## config.mk

```make
export PLATFORM = sky130hd
export DESIGN_NAME = inst_queue_flat
export DESIGN_NICKNAME = d
export VERILOG_FILES = /design/src/rtl/inst_queue_if.sv /design/src/rtl/inst_queue.sv /design/src/flat_wrapper.sv
export SDC_FILE = /design/constraint.sdc
export NUM_CORES = 1
export LEC_CHECK = 0
export ABC_CLOCK_PERIOD_IN_PS = 22600
export CAP_MARGIN = 30
export CORE_MARGIN = 2
export CORE_UTILIZATION = 50
export DETAILED_ROUTE_END_ITERATION = 8
export PLACE_DENSITY_LB_ADDON = 0.12
export SYNTH_ARGS = -nofsm -noshare
export SYNTH_HDL_FRONTEND = slang
export SYNTH_SLANG_ARGS = --single-unit
export TNS_END_PERCENT = 100
```

## constraint.sdc

```tcl
create_clock -name clk -period 22.6 [get_ports clk]
set_input_delay 2.26 -clock clk [delete_from_list [all_inputs] [get_ports clk]]
set_output_delay 2.26 -clock clk [all_outputs]
set_load 0.03 [all_outputs]
```

## src/rtl/inst_queue_if.sv

```systemverilog
// Decoded-instruction payload type and the decoder/dispatcher handshake
// interface of the instruction queue.
//   decoded_pack_in / in_valid / in_ready : decoder -> queue enqueue side
//   almost_full                           : occupancy throttle for fetch/decode
//   decoded_pack_out / out_valid          : head entry presented to the dispatcher
//   dispatch_stall                        : dispatcher does not consume the head
//   flush                                 : squash every buffered entry
//   count                                 : current occupancy, 0..DEPTH
package inst_queue_pkg;

    localparam int unsigned PC_W    = 32;
    localparam int unsigned INSTR_W = 32;
    localparam int unsigned REG_W   = 5;

    // One decoded instruction as produced by the decoder.
    typedef struct packed {
        logic [PC_W-1:0]    pc;
        logic [INSTR_W-1:0] instr;
        logic [REG_W-1:0]   rd;
        logic [REG_W-1:0]   rs1;
        logic [REG_W-1:0]   rs2;
        logic               is_halt;
    } decoded_pack_t;

endpackage

interface inst_queue_if #(
    parameter int unsigned DEPTH = 8
) ();
    import inst_queue_pkg::*;

    localparam int unsigned CNT_W = $clog2(DEPTH) + 1;

    decoded_pack_t      decoded_pack_in;
    logic               in_valid;
    logic               in_ready;
    logic               almost_full;
    decoded_pack_t      decoded_pack_out;
    logic               out_valid;
    logic               dispatch_stall;
    logic               flush;
    logic [CNT_W-1:0]   count;

    // Decoder/dispatcher/control side.
    modport master (
        output decoded_pack_in,
        output in_valid,
        input  in_ready,
        input  almost_full,
        input  decoded_pack_out,
        input  out_valid,
        output dispatch_stall,
        output flush,
        input  count
    );

    // Queue side.
    modport slave (
        input  decoded_pack_in,
        input  in_valid,
        output in_ready,
        output almost_full,
        output decoded_pack_out,
        output out_valid,
        input  dispatch_stall,
        input  flush,
        output count
    );

endinterface

```

## src/rtl/inst_queue.sv

```systemverilog
// In-order first-word-fall-through instruction queue between decoder and
// dispatcher. The oldest entry is presented combinationally so the
// dispatcher can consume it in the same cycle; a flush discards everything.
// Ports:
//   clk    : system clock, all state updates on posedge
//   reset  : synchronous active-low reset
//   q_if   : inst_queue_if.slave handshake bundle (see interface header)
module inst_queue
    import inst_queue_pkg::*;
#(
    parameter int unsigned DEPTH    = 8,
    parameter int unsigned AF_LEVEL = 6
) (
    input  logic          clk,
    input  logic          reset,
    inst_queue_if.slave   q_if
);

    localparam int unsigned PTR_W = $clog2(DEPTH);
    localparam int unsigned CNT_W = PTR_W + 1;

    // Pointer wrap relies on natural modulo-2^PTR_W arithmetic.
    if ((DEPTH < 2) || ((DEPTH & (DEPTH - 1)) != 0)) begin : g_bad_depth
        $error("inst_queue: DEPTH must be a power of 2 and at least 2");
    end

    decoded_pack_t      mem_q [DEPTH];
    decoded_pack_t      mem_d [DEPTH];
    logic [PTR_W-1:0]   head_ptr_q, head_ptr_d;
    logic [PTR_W-1:0]   tail_ptr_q, tail_ptr_d;
    logic [CNT_W-1:0]   count_q,    count_d;

    logic               empty;
    logic               full;
    logic               enq;
    logic               deq;

    // Status derived from registered state only.
    always_comb begin
        empty = (count_q == '0);
        full  = (count_q == CNT_W'(DEPTH));
    end

    // Handshake fires; flush squashes both sides of the cycle.
    always_comb begin
        enq = q_if.in_valid & ~full & ~q_if.flush;
        deq = ~empty & ~q_if.dispatch_stall & ~q_if.flush;
    end

    // Next-state for pointers, occupancy and storage.
    always_comb begin
        head_ptr_d = head_ptr_q;
        tail_ptr_d = tail_ptr_q;
        count_d    = count_q;
        mem_d      = mem_q;

        if (enq) begin
            mem_d[tail_ptr_q] = q_if.decoded_pack_in;
            tail_ptr_d        = tail_ptr_q + PTR_W'(1);
        end
        if (deq) begin
            head_ptr_d = head_ptr_q + PTR_W'(1);
        end

        // Simultaneous enq and deq leave the occupancy unchanged.
        if (enq && !deq) begin
            count_d = count_q + CNT_W'(1);
        end else if (!enq && deq) begin
            count_d = count_q - CNT_W'(1);
        end

        if (q_if.flush) begin
            head_ptr_d = '0;
            tail_ptr_d = '0;
            count_d    = '0;
        end
    end

    // Control state; reset wins over flush and any transfer.
    always_ff @(posedge clk) begin
        if (!reset) begin
            head_ptr_q <= '0;
            tail_ptr_q <= '0;
            count_q    <= '0;
        end else begin
            head_ptr_q <= head_ptr_d;
            tail_ptr_q <= tail_ptr_d;
            count_q    <= count_d;
        end
    end

    // Entry storage needs no reset: empty slots are never forwarded.
    always_ff @(posedge clk) begin
        mem_q <= mem_d;
    end

    // Outputs; an empty queue shows an all-zero no-op pack, never stale data.
    always_comb begin
        q_if.in_ready         = ~full;
        q_if.out_valid        = ~empty;
        q_if.almost_full      = (count_q >= CNT_W'(AF_LEVEL));
        q_if.count            = count_q;
        q_if.decoded_pack_out = '0;
        if (!empty) begin
            q_if.decoded_pack_out = mem_q[head_ptr_q];
        end
    end

    // Occupancy and pointer consistency invariants.
    a_count_bound : assert property (@(posedge clk) disable iff (!reset)
        count_q <= CNT_W'(DEPTH));
    a_no_enq_full : assert property (@(posedge clk) disable iff (!reset)
        !(enq && full));
    a_no_deq_empty : assert property (@(posedge clk) disable iff (!reset)
        !(deq && empty));
    // Full occupancy has equal pointers and a zero low count field.
    a_ptr_count : assert property (@(posedge clk) disable iff (!reset)
        PTR_W'(tail_ptr_q - head_ptr_q) == count_q[PTR_W-1:0]);

endmodule
```

## src/flat_wrapper.sv

```systemverilog
// flat-port wrapper written by rule: the top's interface ports become plain ports
module inst_queue_flat import inst_queue_pkg::*;
#(
    parameter int unsigned DEPTH    = 8,
    parameter int unsigned AF_LEVEL = 6
)
  (clk, reset, q_if_decoded_pack_in, q_if_in_valid, q_if_in_ready, q_if_almost_full, q_if_decoded_pack_out, q_if_out_valid, q_if_dispatch_stall, q_if_flush, q_if_count);
  inst_queue_if #(.DEPTH(DEPTH)) q_if_i ();
  input  logic clk;
  input  logic reset;
  input wire logic [$bits(q_if_i.decoded_pack_in)-1:0] q_if_decoded_pack_in;
  input wire logic [$bits(q_if_i.in_valid)-1:0] q_if_in_valid;
  output wire logic [$bits(q_if_i.in_ready)-1:0] q_if_in_ready;
  output wire logic [$bits(q_if_i.almost_full)-1:0] q_if_almost_full;
  output wire logic [$bits(q_if_i.decoded_pack_out)-1:0] q_if_decoded_pack_out;
  output wire logic [$bits(q_if_i.out_valid)-1:0] q_if_out_valid;
  input wire logic [$bits(q_if_i.dispatch_stall)-1:0] q_if_dispatch_stall;
  input wire logic [$bits(q_if_i.flush)-1:0] q_if_flush;
  output wire logic [$bits(q_if_i.count)-1:0] q_if_count;
  assign q_if_i.decoded_pack_in = q_if_decoded_pack_in;
  assign q_if_i.in_valid = q_if_in_valid;
  assign q_if_in_ready = q_if_i.in_ready;
  assign q_if_almost_full = q_if_i.almost_full;
  assign q_if_decoded_pack_out = q_if_i.decoded_pack_out;
  assign q_if_out_valid = q_if_i.out_valid;
  assign q_if_i.dispatch_stall = q_if_dispatch_stall;
  assign q_if_i.flush = q_if_flush;
  assign q_if_count = q_if_i.count;
  inst_queue #(.DEPTH(DEPTH), .AF_LEVEL(AF_LEVEL)) u_core (.clk(clk), .reset(reset), .q_if(q_if_i));
endmodule
```

==> results of run 1 <==
==> final timing paths <==
kind / to / slack [ns] / cells after the start
max reg2reg: u_core.q_if.count[3]$_SDFFE_PP0P_ / 18.98 / 12
min reg2reg: u_core.tail_ptr_q[1]$_SDFFE_PP0P_ / 0.58 / 2
min: u_core.tail_ptr_q[1]$_SDFFE_PP0P_ / 0.58 / 2
max: q_if_decoded_pack_out[39] / 15.94 / 8
==> worst register-to-register path, delay by kind of cell, from the launching register on <==
kind | cells | cell delay (ns)
and+or+nand+nor | 2 | 0.58
adders and majority gates | 2 | 0.52
buffers and inverters | 4 | 1.13
AOI/OAI and AO/OA | 3 | 0.53
DFF | 1 | 0.40
muxes | 1 | 0.35
==> layer usage <==
layer | global-route usage | vias to the layer above | share of wire
li1 | - | 4975 | -
met1 | 0.2987 | 6058 | 0.45
met2 | 0.3157 | 290 | 0.48
met3 | 0.04156 | 59 | 0.051
met4 | 0.06262 | 2 | 0.016
met5 | 0 | - | 0.00032
==> cell type report <==
class | count | area share
Sequential cell | 650 | 0.6535
Multi-Input combinational cell | 376 | 0.1729
Timing Repair Buffer | 207 | 0.07142
Clock buffer | 89 | 0.06347
Tap cell | 664 | 0.02794
Clock inverter | 32 | 0.01006
Inverter | 4 | 0.0005050
Antenna cell | 2 | 0.0001683
==> sequential cells by signal, indices dropped and copies added (netlist names) <==
name and flops:
u_core.head_ptr_q 3, u_core.mem_q 640, u_core.q_if.count 4, u_core.tail_ptr_q 3
==> Yosys cell counts (4+ instances only) <==
library cell  instances  area share
nand2_1               6     0.00090
clkbuf_1             24      0.0036
mux4_2              160        0.14
nor3_1                4     0.00080
buf_12                9      0.0072
dfxtp_1              10      0.0080
nor2_1               95       0.014
buf_2                21      0.0042
edfxtp_1            640        0.77
mux2i_1              82       0.033
xnor2_1               4      0.0014
ha_1                  5      0.0025
==> where the power goes <==
part / internal (mW) / switching, mW
Sequential: 1.33 / 0.00380
Combinational: 0.0658 / 0.0949
Clock: 0.655 / 0.437
==> cell families (layout without fill, tap and decap cells) <==
kind of cell               count (synthesis)  count (layout)  share of synthesized area
AOI/OAI and AO/OA                          5               5                   0.001155
xor gates and xnor gates                   6               6                   0.002108
adders and majority gates                  6               6                   0.003313
buffers and inverters                     61             332                    0.01687
DFF                                      650             650                     0.7791
muxes                                    243             243                     0.1780
other                                      0               2                          0
and+or+nand+nor                          116             116                    0.01948
==> stage by stage <==
stage          instances  total power [mW]  utilization  cell area [um2]
2_1_floorplan       1087             1.447            -            24920
3_3_place_gp        1892             1.522       0.5572            27330
3_5_place_dp        1898             1.526       0.5599            27460
4_1_cts             2019             2.622       0.6045            29650
5_1_grt             2024             2.678       0.6061            29730
6_report            2024             2.591       0.6061            29730
==> cells in the final DEF (no fill, tap or decap), types with 3 or more instances in the layout <==
cell             count
xnor2_1              4
edfxtp_1           640
dfxtp_4              3
mux4_2             160
clkinv_2             8
a21oi_1              3
clkbuf_1            16
nor3_2               4
nand2b_1             3
buf_16               5
clkbuf_16           73
nor2_4               3
clkdlybuf4s50_1    171
clkinv_1            15
inv_1                3
bufinv_16            6
mux2i_1             82
clkinvlp_4           3
dfxtp_1              7
nand2_1              6
buf_12               3
nor2_1              92
buf_4               27
ha_1                 5
==> run summary, run 1 <==
asr flop ratio synth: 0
synthesized flop and latch total: 650
Skew-Pair Late Insertion Delay: 0.59 ns
Top-Level Pins: 172
reg2reg start: u_core.q_if.count[0]$_SDFFE_PP0P_
Final Hold Viols: 0
Setup crit start: u_core.head_ptr_q[0]$_SDFFE_PP0P_
Clock Tree Buf Depth: 3
post_cts resized: 0
RSZ-0062 raised after global routing: no
critical path's slowest cell: dfxtp_4
starting density of the core: 0.5081
layout cells sized above 1: 0.2224
Synth Flop Type: edfxtp_1
initial antenna violation count: 3
critical path class: flip-flop to primary output
slowest stage delay, CP: 0.82 ns
Remaining DRCs: 0
Crit. End Element: primary output
run status: completed
Synth Cell Area: 24920 um2
Initial DRC Count: 873
register area share after synthesis: 0.7791
relative slew slack: 0.4079
syn avg cell area: 22.93 um2
CP bufs+invs: 5
HPWL Detailed: 27600 um
Hold Worst Slack: 0.5839 ns
period utilisation layout: 0.2949
core area: 49050 um2
Post-Syn Instances: 1087
Worst Setup Slack, final: 15.94 ns
Die W: 227.3 um
Syn. warnings: 0
most frequent CP cell: buf_4
clk slew on worst S/H paths: 0.06 ns
cell family with most CP delay: buffers and inverters
H-tree lvl count: 3
critical hold path startpoint: u_core.tail_ptr_q[1]$_SDFFE_PP0P_
TritonCTS clock tree: done
drt wl/cell: 25.09 um
total track usage: 0.2045
synth-to-layout area growth: 19.28%
vias in the first global route: 12120
cts-stage hold buffer count: 0
clock period minus worst slack: 6.664 ns
# Max-Cap Violations: 0
maximum vdd drop: 0.00007177 V
largest net degree at the start of global routing: 62
via count: 11380
Tightest Pin Transition: 0.8882 ns
Final #Nets: 1398
DRT Wirelength: 50790 um
Post-CTS Setup Inserts: 0
grt ovf: 0
Pleak: 9.034 nW
register area: 19430 um2
GPL Wtd Cong: 0.7444
Final Setup Violations: 0
Final Skew: 0.01734 ns
global-route wire length before repair: 76220 um
pre-CTS setup slack: 16.17 ns
worst-path cell chain: buf_4, buf_12, buf_4, buf_16, mux4_2, mux2i_1, nor2_1, clkdlybuf4s50_1
num rows: 81
IO buf count: 171
Peak Freq: 0.1501 GHz
filler cell count: 3595
Die Ht: 227.3 um
Min-Delay Path Class: flip-flop to flip-flop
Via density: 5.625
antenna-violating nets left: 0
root buffer cell: clkbuf_16
Die ar.: 51650 um2
Worst EP required: 20.34 ns
Final TNS setup: 0 ns
Critical Path Source Type: flip-flop
fin. max-slew vios: 0
clock buffer count from CTS: 68
first drt pass iteration count: 4
worst endpoint data arrival time: 4.40 ns
Netlist cell types: 31
power per cell area: 87.15 nW/um2
Clock Sinks: 650
multi-input logic area: 5140 um2
Critical Path Fanout Max: 36
Synth Net Count: 1178
Post-synth EDFFs: 640
Note: power is estimated with default switching activity, not from simulation.
==> inputs of run 2 (changes only) <==
--- a/config.mk
+++ b/config.mk
@@ -5,7 +5,7 @@
 export SDC_FILE = /design/constraint.sdc
 export NUM_CORES = 1
 export LEC_CHECK = 0
-export ABC_CLOCK_PERIOD_IN_PS = 22600
+export ABC_CLOCK_PERIOD_IN_PS = 6400
 export CAP_MARGIN = 30
 export CORE_MARGIN = 2
 export CORE_UTILIZATION = 50
==> constraint.sdc (replaced) <==
create_clock -name clk -period 6.4 [get_ports clk]
set_input_delay 0.64 -clock clk [delete_from_list [all_inputs] [get_ports clk]]
set_output_delay 0.64 -clock clk [all_outputs]
set_load 0.03 [all_outputs]
==> run 2 against run 1 <==
Clock power grew to 3.3 times the previous value. Largest power group unchanged. Non-clock buffer count fell by 8. Sequential power rose to 3.5 times the previous value.
==> run summary, run 2 (synthesis gave the netlist of run 1 again) <==
largest net degree at the start of global routing: 65 (+4.8%)
TritonCTS clock tree: done
most frequent cells in the layout: 640 x edfxtp_1, 171 x clkdlybuf4s50_1, 160 x mux4_2, 92 x nor2_1, 82 x mux2i_1
GPL Wtd Cong: 0.7044 (-5.4%)
drt wl/cell: 24.87 um (-0.89%)
Min-Delay Path Class: flip-flop to flip-flop
root buffer cell: clkbuf_16
layout cells sized above 1: 0.2151 (-0.007252)
run status: completed
critical hold path startpoint: u_core.tail_ptr_q[1]$_SDFFE_PP0P_
num rows: 81 (unchanged)
Worst EP required: 5.76 ns (-14.58 ns)
vias in the first global route: 11970 (-1.2%)
Clock Tree Buf Depth: 3 (unchanged)
global-route wire length before repair: 74720 um (-2.0%)
Die ar.: 51650 um2 (unchanged)
Skew-Pair Late Insertion Delay: 0.58 ns (about the same)
Final TNS setup: 0 ns (unchanged)
initial antenna violation count: 3 (unchanged)
Final #Nets: 1391 (-0.50%)
power per cell area: 302.5 nW/um2 (+250%)
Via density: 5.628 (about the same)
Clock Sinks: 650 (unchanged)
Crit. End Element: primary output
reg2reg end: u_core.mem_q[88]$_DFFE_PP_
commonest non-fill, non-tap cell in the layout: edfxtp_1
relative slew slack: 0.4058 (-0.002028)
maximum vdd drop: 0.0002241 V (+210%)
Hold Worst Slack: 0.6141 ns (+0.03017 ns)
Pleak: 8.905 nW (-1.4%)
Post-CTS Setup Inserts: 0 (unchanged)
Remaining DRCs: 0 (unchanged)
starting density of the core: 0.5081 (unchanged)
overall power: 8.914 mW (+240%)
DRT Wirelength: 50090 um (-1.4%)
fin. max-slew vios: 0 (unchanged)
filler cell count: 3540 (-1.5%)
grt ovf: 0 (unchanged)
clock buffer count from CTS: 69 (+1.5%)
register area: 19430 um2 (unchanged)
core area: 49050 um2 (unchanged)
post_cts resized: 0 (unchanged)
period utilisation layout: 0.6711
Critical Path Fanout Max: 42 (+17%)
Hold Path Sink: u_core.tail_ptr_q[1]$_SDFFE_PP0P_
register-to-register setup slack: 3.48 ns (-15.50 ns)
Final Hold Viols: 0 (unchanged)
total track usage: 0.2002 (-0.004283)
Die Ht: 227.3 um (unchanged)
Critical Path Source Type: flip-flop
Final Skew: 0.01474 ns (-0.002591 ns)
# Max-Cap Violations: 0 (unchanged)
critical path class: flip-flop to primary output
first drt pass iteration count: 4 (unchanged)
IO buf count: 171 (unchanged)
Top-Level Pins: 172 (unchanged)
max reg flops: 640 (unchanged)
antenna-violating nets left: 0 (unchanged)
Tightest Pin Transition: 0.8913 ns (+0.003041 ns)
via count: 11340 (-0.43%)
clock period minus worst slack: 4.295 ns
synth-to-layout area growth: 18.25%
Peak Freq: 0.2328 GHz
reg2reg start: u_core.q_if.count[1]$_SDFFE_PP0P_
Initial DRC Count: 773 (-11%)
R2R depth: 6 (-6)
clk slew on worst S/H paths: 0.06 ns (about the same)
multi-input logic area: 5155 um2 (+0.29%)
Reg with most FFs: u_core.mem_q
Die W: 227.3 um (unchanged)
Hold Path Cell Cnt: 2 (unchanged)
Final Setup Violations: 0 (unchanged)
HPWL Detailed: 26180 um (-5.2%)
H-tree lvl count: 3 (unchanged)
worst endpoint data arrival time: 3.66 ns (-0.74 ns)
cts-stage hold buffer count: 0 (unchanged)
RSZ-0062 raised after global routing: no
[run 2: metal layers]
layer / global-route usage / up-vias / part of all wire
li1: - / 4956 / -
met1: 0.2701 / 6070 / 0.42
met2: 0.3332 / 242 / 0.50
met3: 0.04517 / 61 / 0.058
met4: 0.05355 / 6 / 0.014
met5: 0 / - / 0.00070
[run 2: power breakdown]
group | total (mW) | switching (mW) | internal, mW
clock | 3.62 | 1.51 | 2.11
sequential | 4.73 | 0.0145 | 4.71
combinational | 0.564 | 0.333 | 0.231
[run 2: worst max path at each step]
| stage | from | to | slack [ns] | cells past startpoint |
|---|---|---|---|---|
| final | u_core.head_ptr_q[0]$_SDFFE_PP0P_ | q_if_decoded_pack_out[29] | 2.10 | 5 |
| after CTS | u_core.head_ptr_q[0]$_SDFFE_PP0P_ | q_if_decoded_pack_out[74] | 1.91 | 5 |
| after detailed placement | u_core.head_ptr_q[0]$_SDFFE_PP0P_ | q_if_decoded_pack_out[74] | 2.55 | 5 |
| after global placement | u_core.head_ptr_q[0]$_SDFFE_PP0P_ | q_if_decoded_pack_out[74] | 2.55 | 5 |
| after global routing | u_core.head_ptr_q[0]$_SDFFE_PP0P_ | q_if_decoded_pack_out[29] | 1.77 | 5 |
| after floorplan | u_core.q_if.count[0]$_SDFFE_PP0P_ | u_core.mem_q[400]$_DFFE_PP_ | -0.78 | 3 |
[run 2: worst max-delay path: stages, from the launching register on]
cell             delay (ns)
dfxtp_4                0.95
buf_4                  0.65
mux4_2                 0.58
mux2i_1                0.17
nor2_1                 0.08
clkdlybuf4s50_1        0.62
[run 2: stage by stage]
stage | cells | utilization | setup slack, ns | area (um2)
5_1_grt | 2012 | 0.6008 | 1.771 | 29470
3_5_place_dp | 1891 | 0.5581 | 2.550 | 27380
6_report | 2014 | 0.6009 | 2.105 | 29470
3_3_place_gp | 1891 | 0.5581 | 2.554 | 27380
4_1_cts | 2010 | 0.5998 | 1.910 | 29420
2_1_floorplan | 1087 | - | -0.7831 | 24940
[run 2: cell type report]
cell class | count | area share
repair buffers | 199 | 0.06758
flip-flops and latches | 650 | 0.6592
diodes | 2 | 0.0001698
well taps | 664 | 0.02819
clock buffers | 91 | 0.06427
inverters | 4 | 0.0005094
clock inverters | 28 | 0.005137
multi-input cells | 376 | 0.1749
==> inputs of run 3 (changes only) <==
--- a/config.mk
+++ b/config.mk
@@ -5,7 +5,7 @@
 export SDC_FILE = /design/constraint.sdc
 export NUM_CORES = 1
 export LEC_CHECK = 0
-export ABC_CLOCK_PERIOD_IN_PS = 6400
+export ABC_CLOCK_PERIOD_IN_PS = 3660
 export CAP_MARGIN = 30
 export CORE_MARGIN = 2
 export CORE_UTILIZATION = 50
==> constraint.sdc (replaced) <==
create_clock -name clk -period 3.66 [get_ports clk]
set_input_delay 0.366 -clock clk [delete_from_list [all_inputs] [get_ports clk]]
set_output_delay 0.366 -clock clk [all_outputs]
set_load 0.03 [all_outputs]
==> run 3 against run 2 <==
Die area stayed put. Register-to-register slack lost 2.6 ns. Clock-buffer cell count shrank 3. Critical endpoint is now q_if_decoded_pack_out[33]. Largest power group unchanged.
==> run summary, run 3 (synthesis gave the netlist of run 1 again) <==
pre-CTS setup slack: 0.7696 ns (-1.780 ns)
Final Hold Viols: 0 (unchanged)
placed cell count: 1896 (+0.26%)
fin. max-slew vios: 0 (unchanged)
initial antenna violation count: 4 (+1)
Tightest Pin Transition: 0.7857 ns (-0.1056 ns)
Worst EP required: 3.29 ns (-2.47 ns)
Non-Filler Instances: 2015 (+0.050%)
Critical Path Source Type: flip-flop
max reg flops: 640 (unchanged)
critical path class: flip-flop to primary output
worst-path cell chain: buf_12, mux4_2, mux2i_1, nor2_1, clkdlybuf4s50_1
Die ar.: 51650 um2 (unchanged)
grt ovf: 0 (unchanged)
Pleak: 9.009 nW (+1.2%)
slowest stage delay, CP: 0.63 ns (-0.32 ns)
Crit. End Element: primary output
total track usage: 0.2011 (+0.0008286)
cell family with most CP delay: buffers and inverters
filler cell count: 3499 (-1.2%)
Die Ht: 227.3 um (unchanged)
Top-Level Pins: 172 (unchanged)
Remaining DRCs: 0 (unchanged)
via count: 11340 (+0.026%)
first drt pass iteration count: 4 (unchanged)
TritonCTS clock tree: done
period utilisation layout: 0.9198
HPWL Detailed: 26280 um (+0.38%)
# Max-Cap Violations: 0 (unchanged)
Initial DRC Count: 699 (-9.6%)
antenna-violating nets left: 0 (unchanged)
Peak Freq: 0.2970 GHz
GPL Wtd Cong: 0.7211 (+2.4%)
run status: completed
commonest non-fill, non-tap cell in the layout: edfxtp_1
IO buf count: 171 (unchanged)
largest net degree at the start of global routing: 83 (+28%)
starting density of the core: 0.5081 (unchanged)
cts-stage hold buffer count: 0 (unchanged)
RSZ-0062 raised after global routing: no
Final #Nets: 1392 (+0.072%)
multi-input logic area: 5182 um2 (+0.53%)
clk slew on worst S/H paths: 0.06 ns (about the same)
Via density: 5.627 (about the same)
Final TNS setup: 0 ns (unchanged)
Die W: 227.3 um (unchanged)
Reg with most FFs: u_core.mem_q
maximum vdd drop: 0.0004134 V (+84%)
Critical Path Fanout Max: 50 (+19%)
layout cells sized above 1: 0.2254 (+0.01022)
vias in the first global route: 11970 (-0.067%)
Hold Worst Slack: 0.5109 ns (-0.1033 ns)
Post-CTS Setup Inserts: 0 (unchanged)
relative slew slack: 0.4762 (+0.07040)
synth-to-layout area growth: 19.54%
power per cell area: 531.6 nW/um2 (+76%)
core area: 49050 um2 (unchanged)
most frequent cells in the layout: 640 x edfxtp_1, 171 x clkdlybuf4s50_1, 160 x mux4_2, 92 x nor2_1, 82 x mux2i_1
num rows: 81 (unchanged)
clock buffer count from CTS: 67 (-2.9%)
Clock Tree Buf Depth: 3 (unchanged)
global-route wire length before repair: 74690 um (about the same)
post_cts resized: 0 (unchanged)
clock period minus worst slack: 3.367 ns
worst endpoint data arrival time: 3.00 ns (-0.66 ns)
root buffer cell: clkbuf_16
register area: 19440 um2 (about the same)
H-tree lvl count: 3 (unchanged)
Worst Setup Slack, final: 0.2934 ns (-1.812 ns)
Final Setup Violations: 0 (unchanged)
CP bufs+invs: 2 (unchanged)
drt wl/cell: 24.98 um (+0.44%)
Final Skew: 0.01875 ns (+0.004004 ns)
critical path's slowest cell: clkdlybuf4s50_1
Clock Sinks: 650 (unchanged)
Min-Delay Path Class: input pin to flip-flop
DRT Wirelength: 50330 um (+0.49%)
Skew-Pair Late Insertion Delay: 0.59 ns (about the same)
## run 3: cell count changes in the layout (fill, tap and decap cells not counted), sizes merged
cell,before,now
bufinv,1,5
clkinv,25,21
buf,28,31
clkbuf,91,88
inv,4,6
clkinvlp,2,1
## run 3: worst reg2reg max path, delay by kind of cell, from the launching register on
family	cells	cell delay (ns)
simple gates	2	0.77
fa+ha+maj	2	0.49
buf+inv	2	0.22
flops	1	0.37
mux	1	0.34
compound gates	3	0.46
## run 3: final cells by class
cell class,count,share of cell area
Inverter,4,0.0005039
Antenna cell,2,0.0001680
Timing Repair Buffer,202,0.07324
Tap cell,664,0.02789
Clock buffer,88,0.06245
Clock inverter,29,0.009155
Multi-Input combinational cell,376,0.1739
Sequential cell,650,0.6527
## run 3: report_power, final
| group | internal, mW | total [mW] | switching [mW] |
|---|---|---|---|
| Combinational | 0.403 | 0.989 | 0.587 |
| Sequential | 8.24 | 8.26 | 0.0213 |
| Clock | 3.93 | 6.59 | 2.66 |
| Total | 12.6 | 15.8 | 3.27 |
## run 3: per-layer routing
layer,part of all wire,track usage
met3,0.062,0.04853
met5,0.00052,0
met4,0.016,0.06093
met1,0.42,0.2757
met2,0.50,0.3242
## run 3: per-stage QoR
| stage | instance area [um2] | utilization | power (mW) |
|---|---|---|---|
| after detailed placement | 27660 | 0.5638 | 9.419 |
| after floorplan | 25000 | - | 8.924 |
| after global routing | 29790 | 0.6073 | 16.35 |
| final | 29790 | 0.6074 | 15.84 |
| after CTS | 29790 | 0.6073 | 16.03 |
| after global placement | 27660 | 0.5638 | 9.404 |
## run 3: final timing paths
kind	from	to	slack [ns]	cells after the start
worst max register to register	u_core.q_if.count[0]$_SDFFE_PP0P_	u_core.q_if.count[3]$_SDFFE_PP0P_	0.90	10
worst min-delay path	q_if_decoded_pack_in[16]	u_core.mem_q[96]$_DFFE_PP_	0.51	1
worst max-delay path	u_core.head_ptr_q[0]$_SDFFE_PP0P_	q_if_decoded_pack_out[33]	0.29	5
worst min register to register	u_core.q_if.count[0]$_SDFFE_PP0P_	u_core.q_if.count[0]$_SDFFE_PP0P_	0.57	2
